`src/rtl/mult_op_sequencer.sv`:
```
// mult_op_sequencer: issue stage in front of the 4x4 serial shift-add multiplier.
// Operand pairs arrive over valid/ready and are buffered in a DEPTH-entry FIFO.
// One op at a time is driven onto the multiplier through its reset/A/B/Finish
// handshake. The 8-bit product is captured into a valid/ready result register.
// Results come back in issue order because only one op is ever in flight.
//
// Optional build macro:
//   MULT_TIMEOUT_EN - adds an 8-bit per-op watchdog. When it reaches TIMEOUT
//                     cycles, the op is dropped and the sticky timeout_err is set.
//                     Without the macro, the FSM waits for the multiplier forever
//                     and timeout_err is tied low.
module mult_op_sequencer #(
  parameter int DEPTH   = 4,
  parameter int TIMEOUT = 32
) (
  input  logic                     clk,
  input  logic                     reset,
  input  logic                     in_valid,
  output logic                     in_ready,
  input  logic [3:0]               in_a,
  input  logic [3:0]               in_b,
  output logic                     mul_rst,
  output logic [3:0]               mul_a,
  output logic [3:0]               mul_b,
  input  logic                     mul_finish,
  input  logic [7:0]               mul_product,
  output logic                     res_valid,
  input  logic                     res_ready,
  output logic [7:0]               res_product,
  output logic                     busy,
  output logic [$clog2(DEPTH):0]   fifo_count,
  output logic                     timeout_err
);

  localparam int ADDR_W = $clog2(DEPTH);
  localparam int CNT_W  = ADDR_W + 1;

  typedef enum logic [2:0] {
    S_IDLE,
    S_LAUNCH,
    S_LOAD,
    S_WAIT_BUSY,
    S_WAIT_DONE
  } state_t;

  state_t            state;
  state_t            state_nxt;

  // Each FIFO entry is {a, b}. The storage is data only and is never reset.
  logic [7:0]        fifo_mem [DEPTH];
  logic [ADDR_W-1:0] wr_ptr;
  logic [ADDR_W-1:0] rd_ptr;
  logic              push;
  logic              pop;
  logic              fifo_empty;

  // op_done: the multiplier raised Finish while we were waiting for it.
  // op_abort: the watchdog gave up on the current op.
  logic              op_done;
  logic              op_abort;

  assign in_ready   = (fifo_count < CNT_W'(DEPTH));
  assign push       = in_valid && in_ready;
  assign fifo_empty = (fifo_count == '0);

  // FIFO storage write; the full check lives in in_ready, so there is no bypass path.
  always_ff @(posedge clk) begin
    if (push) begin
      fifo_mem[wr_ptr] <= {in_a, in_b};
    end
  end

  // FIFO pointers and occupancy; pointers wrap naturally because DEPTH is a power of two.
  always_ff @(posedge clk) begin
    if (reset) begin
      wr_ptr     <= '0;
      rd_ptr     <= '0;
      fifo_count <= '0;
    end else begin
      if (push) begin
        wr_ptr <= wr_ptr + ADDR_W'(1);
      end
      if (pop) begin
        rd_ptr <= rd_ptr + ADDR_W'(1);
      end
      case ({push, pop})
        2'b10:   fifo_count <= fifo_count + CNT_W'(1);
        2'b01:   fifo_count <= fifo_count - CNT_W'(1);
        default: fifo_count <= fifo_count;
      endcase
    end
  end

  // FSM state register.
  always_ff @(posedge clk) begin
    if (reset) begin
      state <= S_IDLE;
    end else begin
      state <= state_nxt;
    end
  end

  // FSM next-state logic. A watchdog abort overrides the normal progression.
  always_comb begin
    state_nxt = state;
    case (state)
      S_IDLE: begin
        if (pop) begin
          state_nxt = S_LAUNCH;
        end
      end
      S_LAUNCH:    state_nxt = S_LOAD;
      S_LOAD:      state_nxt = S_WAIT_BUSY;
      S_WAIT_BUSY: begin
        if (!mul_finish) begin
          state_nxt = S_WAIT_DONE;
        end
      end
      S_WAIT_DONE: begin
        if (mul_finish) begin
          state_nxt = S_IDLE;
        end
      end
      default:     state_nxt = S_IDLE;
    endcase
    if (op_abort) begin
      state_nxt = S_IDLE;
    end
  end

  // FSM outputs: the pop/issue decision, the completion strobe and busy.
  always_comb begin
    busy    = (state != S_IDLE);
    pop     = (state == S_IDLE) && !fifo_empty && !res_valid;
    op_done = (state == S_WAIT_DONE) && mul_finish;
  end

  // Restart pulse is registered off the next state, so it is high exactly while in LAUNCH.
  always_ff @(posedge clk) begin
    if (reset) begin
      mul_rst <= 1'b1;
    end else begin
      mul_rst <= (state_nxt == S_LAUNCH);
    end
  end

  // Operand registers load only on the pop. They stay frozen until the next op is issued.
  always_ff @(posedge clk) begin
    if (reset) begin
      mul_a <= '0;
      mul_b <= '0;
    end else if (pop) begin
      {mul_a, mul_b} <= fifo_mem[rd_ptr];
    end
  end

  // Result register. It is set on completion and cleared when the consumer accepts it.
  // A reset in mid-op abandons the op, so a stale result can never appear.
  always_ff @(posedge clk) begin
    if (reset) begin
      res_valid   <= 1'b0;
      res_product <= '0;
    end else if (op_done) begin
      res_valid   <= 1'b1;
      res_product <= mul_product;
    end else if (res_valid && res_ready) begin
      res_valid   <= 1'b0;
    end
  end

`ifdef MULT_TIMEOUT_EN
  localparam logic [7:0] WD_LAST = 8'(TIMEOUT - 1);

  logic [7:0] wd_cnt;
  logic       wd_counting;
  logic       wd_hit;

  // wd_hit fires on the TIMEOUT-th counted cycle. A completion in that same cycle wins.
  assign wd_counting = (state == S_LOAD) || (state == S_WAIT_BUSY) || (state == S_WAIT_DONE);
  assign wd_hit      = wd_counting && (wd_cnt == WD_LAST);
  assign op_abort    = wd_hit && !op_done;

  // Watchdog counter: restarted as each op enters LAUNCH, advanced while the multiplier owns the op.
  always_ff @(posedge clk) begin
    if (reset) begin
      wd_cnt <= '0;
    end else if (state_nxt == S_LAUNCH) begin
      wd_cnt <= '0;
    end else if (wd_counting && !wd_hit) begin
      wd_cnt <= wd_cnt + 8'd1;
    end
  end

  // Sticky error flag; only reset clears it.
  always_ff @(posedge clk) begin
    if (reset) begin
      timeout_err <= 1'b0;
    end else if (op_abort) begin
      timeout_err <= 1'b1;
    end
  end
`else
  assign op_abort    = 1'b0;
  assign timeout_err = 1'b0;
`endif

endmodule

```
`config.mk`:
```
export PLATFORM = sky130hd
export DESIGN_NAME = mult_op_sequencer
export DESIGN_NICKNAME = d
export VERILOG_FILES = /design/src/rtl/mult_op_sequencer.sv
export SDC_FILE = /design/constraint.sdc
export NUM_CORES = 1
export LEC_CHECK = 0
export ABC_AREA = 1
export BUFFER_PORTS_ARGS = -buffer_cell sky130_fd_sc_hd__buf_2
export CORE_MARGIN = 4
export CORE_UTILIZATION = 25
export CTS_CLUSTER_SIZE = 10
export DETAILED_ROUTE_END_ITERATION = 6
export PLACE_DENSITY = 0.4
export SETUP_SLACK_MARGIN = 0.15
export SYNTH_ARGS = -nofsm -noshare
export SYNTH_HDL_FRONTEND = slang
export SYNTH_SLANG_ARGS = --single-unit
```
`constraint.sdc`:
```
create_clock -name clk -period 1.7 [get_ports clk]
set_input_delay 0.34 -clock clk [delete_from_list [all_inputs] [get_ports clk]]
set_output_delay 0.34 -clock clk [all_outputs]
set_load 0.005 [all_outputs]
```
==> impl_metrics.csv <==
group,metric,value,unit
cells_and_area,area_delta_synth_final,30.6,%
clock_network,htree_levels,3,
setup_path,rrSetupSlack,0.02,ns
placed_design,placed_area,0.00296,sq mm
clock_network,postCtsHoldBufs,0,
power,seq_power_share,36.9,%
setup_path,ff2ff_path_depth,10,
power,power,5190,uW
grt,grt_max_degree,20,
detailed_routing,drtIter0Drc,89,
hold_path,hold_path.startpoint,"in_b[1]",
detailed_routing,vias_per_cell,3.94,
clock_network,cts_made_buffers,9,
placed_design,hpwl,3690,microns
floorplan,design.core.area,0.00973,sq mm
setup_path,arrival,1.90,ns
cells_and_area,final_cell_area,0.00325,sq mm
setup_path,worst_path_most_repeated_cell,"nand3_2",
yosys,yosys.area.top_type,"edfxtp_1",
yosys,ys_seq_area_share,61.2,%
placed_design,port_buffers,43,
yosys,netlist_area,0.00249,sq mm
yosys,synth.most_common_cell,"nand2_1",
setup_path,worstPathRequired,1.92,ns
yosys,synth_edf_count,32,
sta,grt_setup_unrepaired,"true",
setup_path,crit_fanout,2,
sta,holdWs,0.216,ns
power,p_leak,0.00142,uW
setup_path,crit_type,"register to register",
detailed_routing,vias,1858,
sta,setup_viol,0,
power,switching_power,1850,uW
yosys,yosys_warnings,0,
sta,min_period_over_period,98.7,%
sta,fmax,0.596,GHz
detailed_routing,ant_nets,0,
yosys,synth.avg_cell_area,9.42,sq um
setup_path,r2r_end,"fifo_count[2]",
clock_network,cts_tree,"built",
clock_network,clockBufferDepth,2,
yosys,synth_common_cells,"55 x nand2_1, 52 x nor2_1, 32 x edfxtp_1",
floorplan,die_h,108,microns
detailed_routing,totalWireLength,5560,microns
setup_path,cp-start-kind,"register",
yosys,synthArstFlopShare,0,%
setup_path,critical_path.endpoint_type,"register",
setup_path,crit_start,"state[1]",
sta,finalClockSkew,0.00677,ns
sta,post-route-min-period,1.68,ns
detailed_routing,drc,0,
cells_and_area,fin_nets,360,
grt,antenna_found_initial,0,
clock_network,cts_sinks,60,
yosys,ys_ff_latch,60,
setup_path,slowest_stage,"dfxtp_4",
grt,grt_util_all_layers,10.3,%
detailed_routing,wire_per_inst,11.8,microns
power,pwr-share-clk,24.5,%
power,combPwrFrac,38.6,%
setup_path,critPathMaxStageDelay,0.36,ns
yosys,yosys-top-cells-area,"edfxtp_1 39%, dfxtp_1 23%, nand2_1 8.3%, nor2_1 7.8%, o21ai_0 5.4%",
status,status,"finished, final reports clean",
job,maxCapViolations,0,
grt,gr-total-overflow,0,
yosys,synth_nets,291,
clock_network,clkTransAtPathRegs,0.07,ns
floorplan,pin_count,45,
power,intPower,3350,uW
floorplan,fp.dieW,108,microns
setup_path,path_cells,"nor2_4 -> nand3_2 -> nor2_2 -> ha_2 -> inv_2 -> fa_2 -> nand2_2 -> nand3_2 -> o21ai_1 -> a21oi_1",
cells_and_area,nFillCells,1069,
floorplan,start_util,25.6,%
power,vdd_drop_max,0.000451,V
cells_and_area,final_core_util,33.4,%
sta,finalHoldViolCount,0,
yosys,syn_inst,264,
clock_network,clock-root-buffer,"clkbuf_8",
detailed_routing,drt_pass1_iterations,4,
hold_path,holdPathStages,1,
power,swShare,35.6,%
clock_network,clkLatencyLatePin,0.33,ns
yosys,ys_types,27,
floorplan,rows,36,
yosys,ys.flop_type,"edfxtp_1",
sta,slew_viol_final,0,
yosys,netlist.area_leader.share,38.6,%
hold_path,min_path_type,"input pin to register",
grt,grt_pass1_wl,8990,microns
cells_and_area,drive_above_1_share,32.8,%
floorplan,die_area,0.0116,sq mm
grt,grt_pass1_vias,1807,
setup_path,r2r_start,"state[1]",
placed_design,gp_congestion,0.742,
power,p_per_area,1600,mW/mm^2
cells_and_area,n_antenna_cell,0,
hold_path,whs_endpoint,"fifo_mem[3][1]",
[stage by stage]
step	worst slack (ns)	instances	TNS, ns
after floorplan	0.0672	264	0
after global placement	0.0477	446	0
after global routing	-0.0681	471	-0.0681
after CTS	0.00931	467	0
after detailed placement	0.0175	446	0
final	0.0225	471	0
[cell type report]
type,count,area (sq um),share of cell area [%]
multi-input combinational,166,833,25.6
sequential,60,1530,47.2
inverter,30,115,3.54
clock buffer,10,128,3.93
tap,133,166,5.12
timing repair buffer,66,410,12.6
clock inverter,6,63.8,1.96
[flip-flops by register name (all words and copies together) (netlist names)]
signal,cells
state,3
fifo_count,3
rd_ptr,2
mul_rst,1
mul_a,4
mul_b,4
fifo_mem,32
res_valid,1
res_product,8
wr_ptr,2
[how the worst max path moves through the flow]
| stage | end | slack [ns] | cells past startpoint |
|---|---|---|---|
| floorplan | fifo_count[2] | 0.07 | 10 |
| global placement | fifo_count[2] | 0.05 | 10 |
| global route | fifo_count[2] | -0.07 | 10 |
| detailed placement | fifo_count[2] | 0.02 | 11 |
| finish | fifo_count[2] | 0.02 | 10 |
| CTS | fifo_count[2] | 0.009 | 10 |
[power by group through the flow]
stage,sequential [uW],combinational [uW],clock [uW]
2_1_floorplan,1940,1210,0
3_3_place_gp,1950,1750,0
3_5_place_dp,1950,1760,0
4_1_cts,1920,1880,1320
5_1_grt,1950,2320,1400
6_report,1920,2000,1270
[routing by layer]
metal	vias to the layer above	track usage [%]	share of wire [%]
li1	984	-	-
met3	8	3.90	4.1
met5	-	0	0
met4	0	4.06	1.7
met2	30	16.3	47
met1	836	12.7	47
[cells in the final DEF (no fill, tap or decap), types with 2 or more instances in the layout]
master / n
nand2_1: 53
nor2_1: 52
buf_2: 42
edfxtp_1: 32
o21ai_0: 26
dfxtp_1: 23
buf_4: 21
inv_1: 20
inv_2: 9
clkbuf_8: 9
a21oi_1: 6
o21ai_1: 4
ha_1: 4
nand3_2: 3
dfxtp_2: 3
nor2_4: 2
nand3_4: 2
nor2_2: 2
nand2_2: 2
clkinvlp_4: 2
clkinv_2: 2
buf_6: 2
dfxtp_4: 2
[repair_timing]
action | CTS | global route
hold endpoints to repair | 0 | 0
setup endpoints to repair | 2 | 3
pin swaps | 5 | 2
setup buffers | 5 | 4
gates resized for setup | 2 | 8
[logic make-up after synthesis]
logic type                 share of synthesized area [%]
AOI/OAI and AO/OA                                   8.20
DFF                                                 61.2
other                                              0.151
adders and majority gates                           3.32
xor gates and xnor gates                           0.352
buffers and inverters                               6.64
and+or+nand+nor                                     20.2
[worst max-delay path, delay by kind of cell, from the launching register on]
kind / cells / cell delay (ns)
buffers and inverters: 1 / 0.05
adders and majority gates: 2 / 0.55
and+or+nand+nor: 5 / 0.44
AOI/OAI and AO/OA: 2 / 0.17
DFF: 1 / 0.36
(Power assumes the default switching activity.)
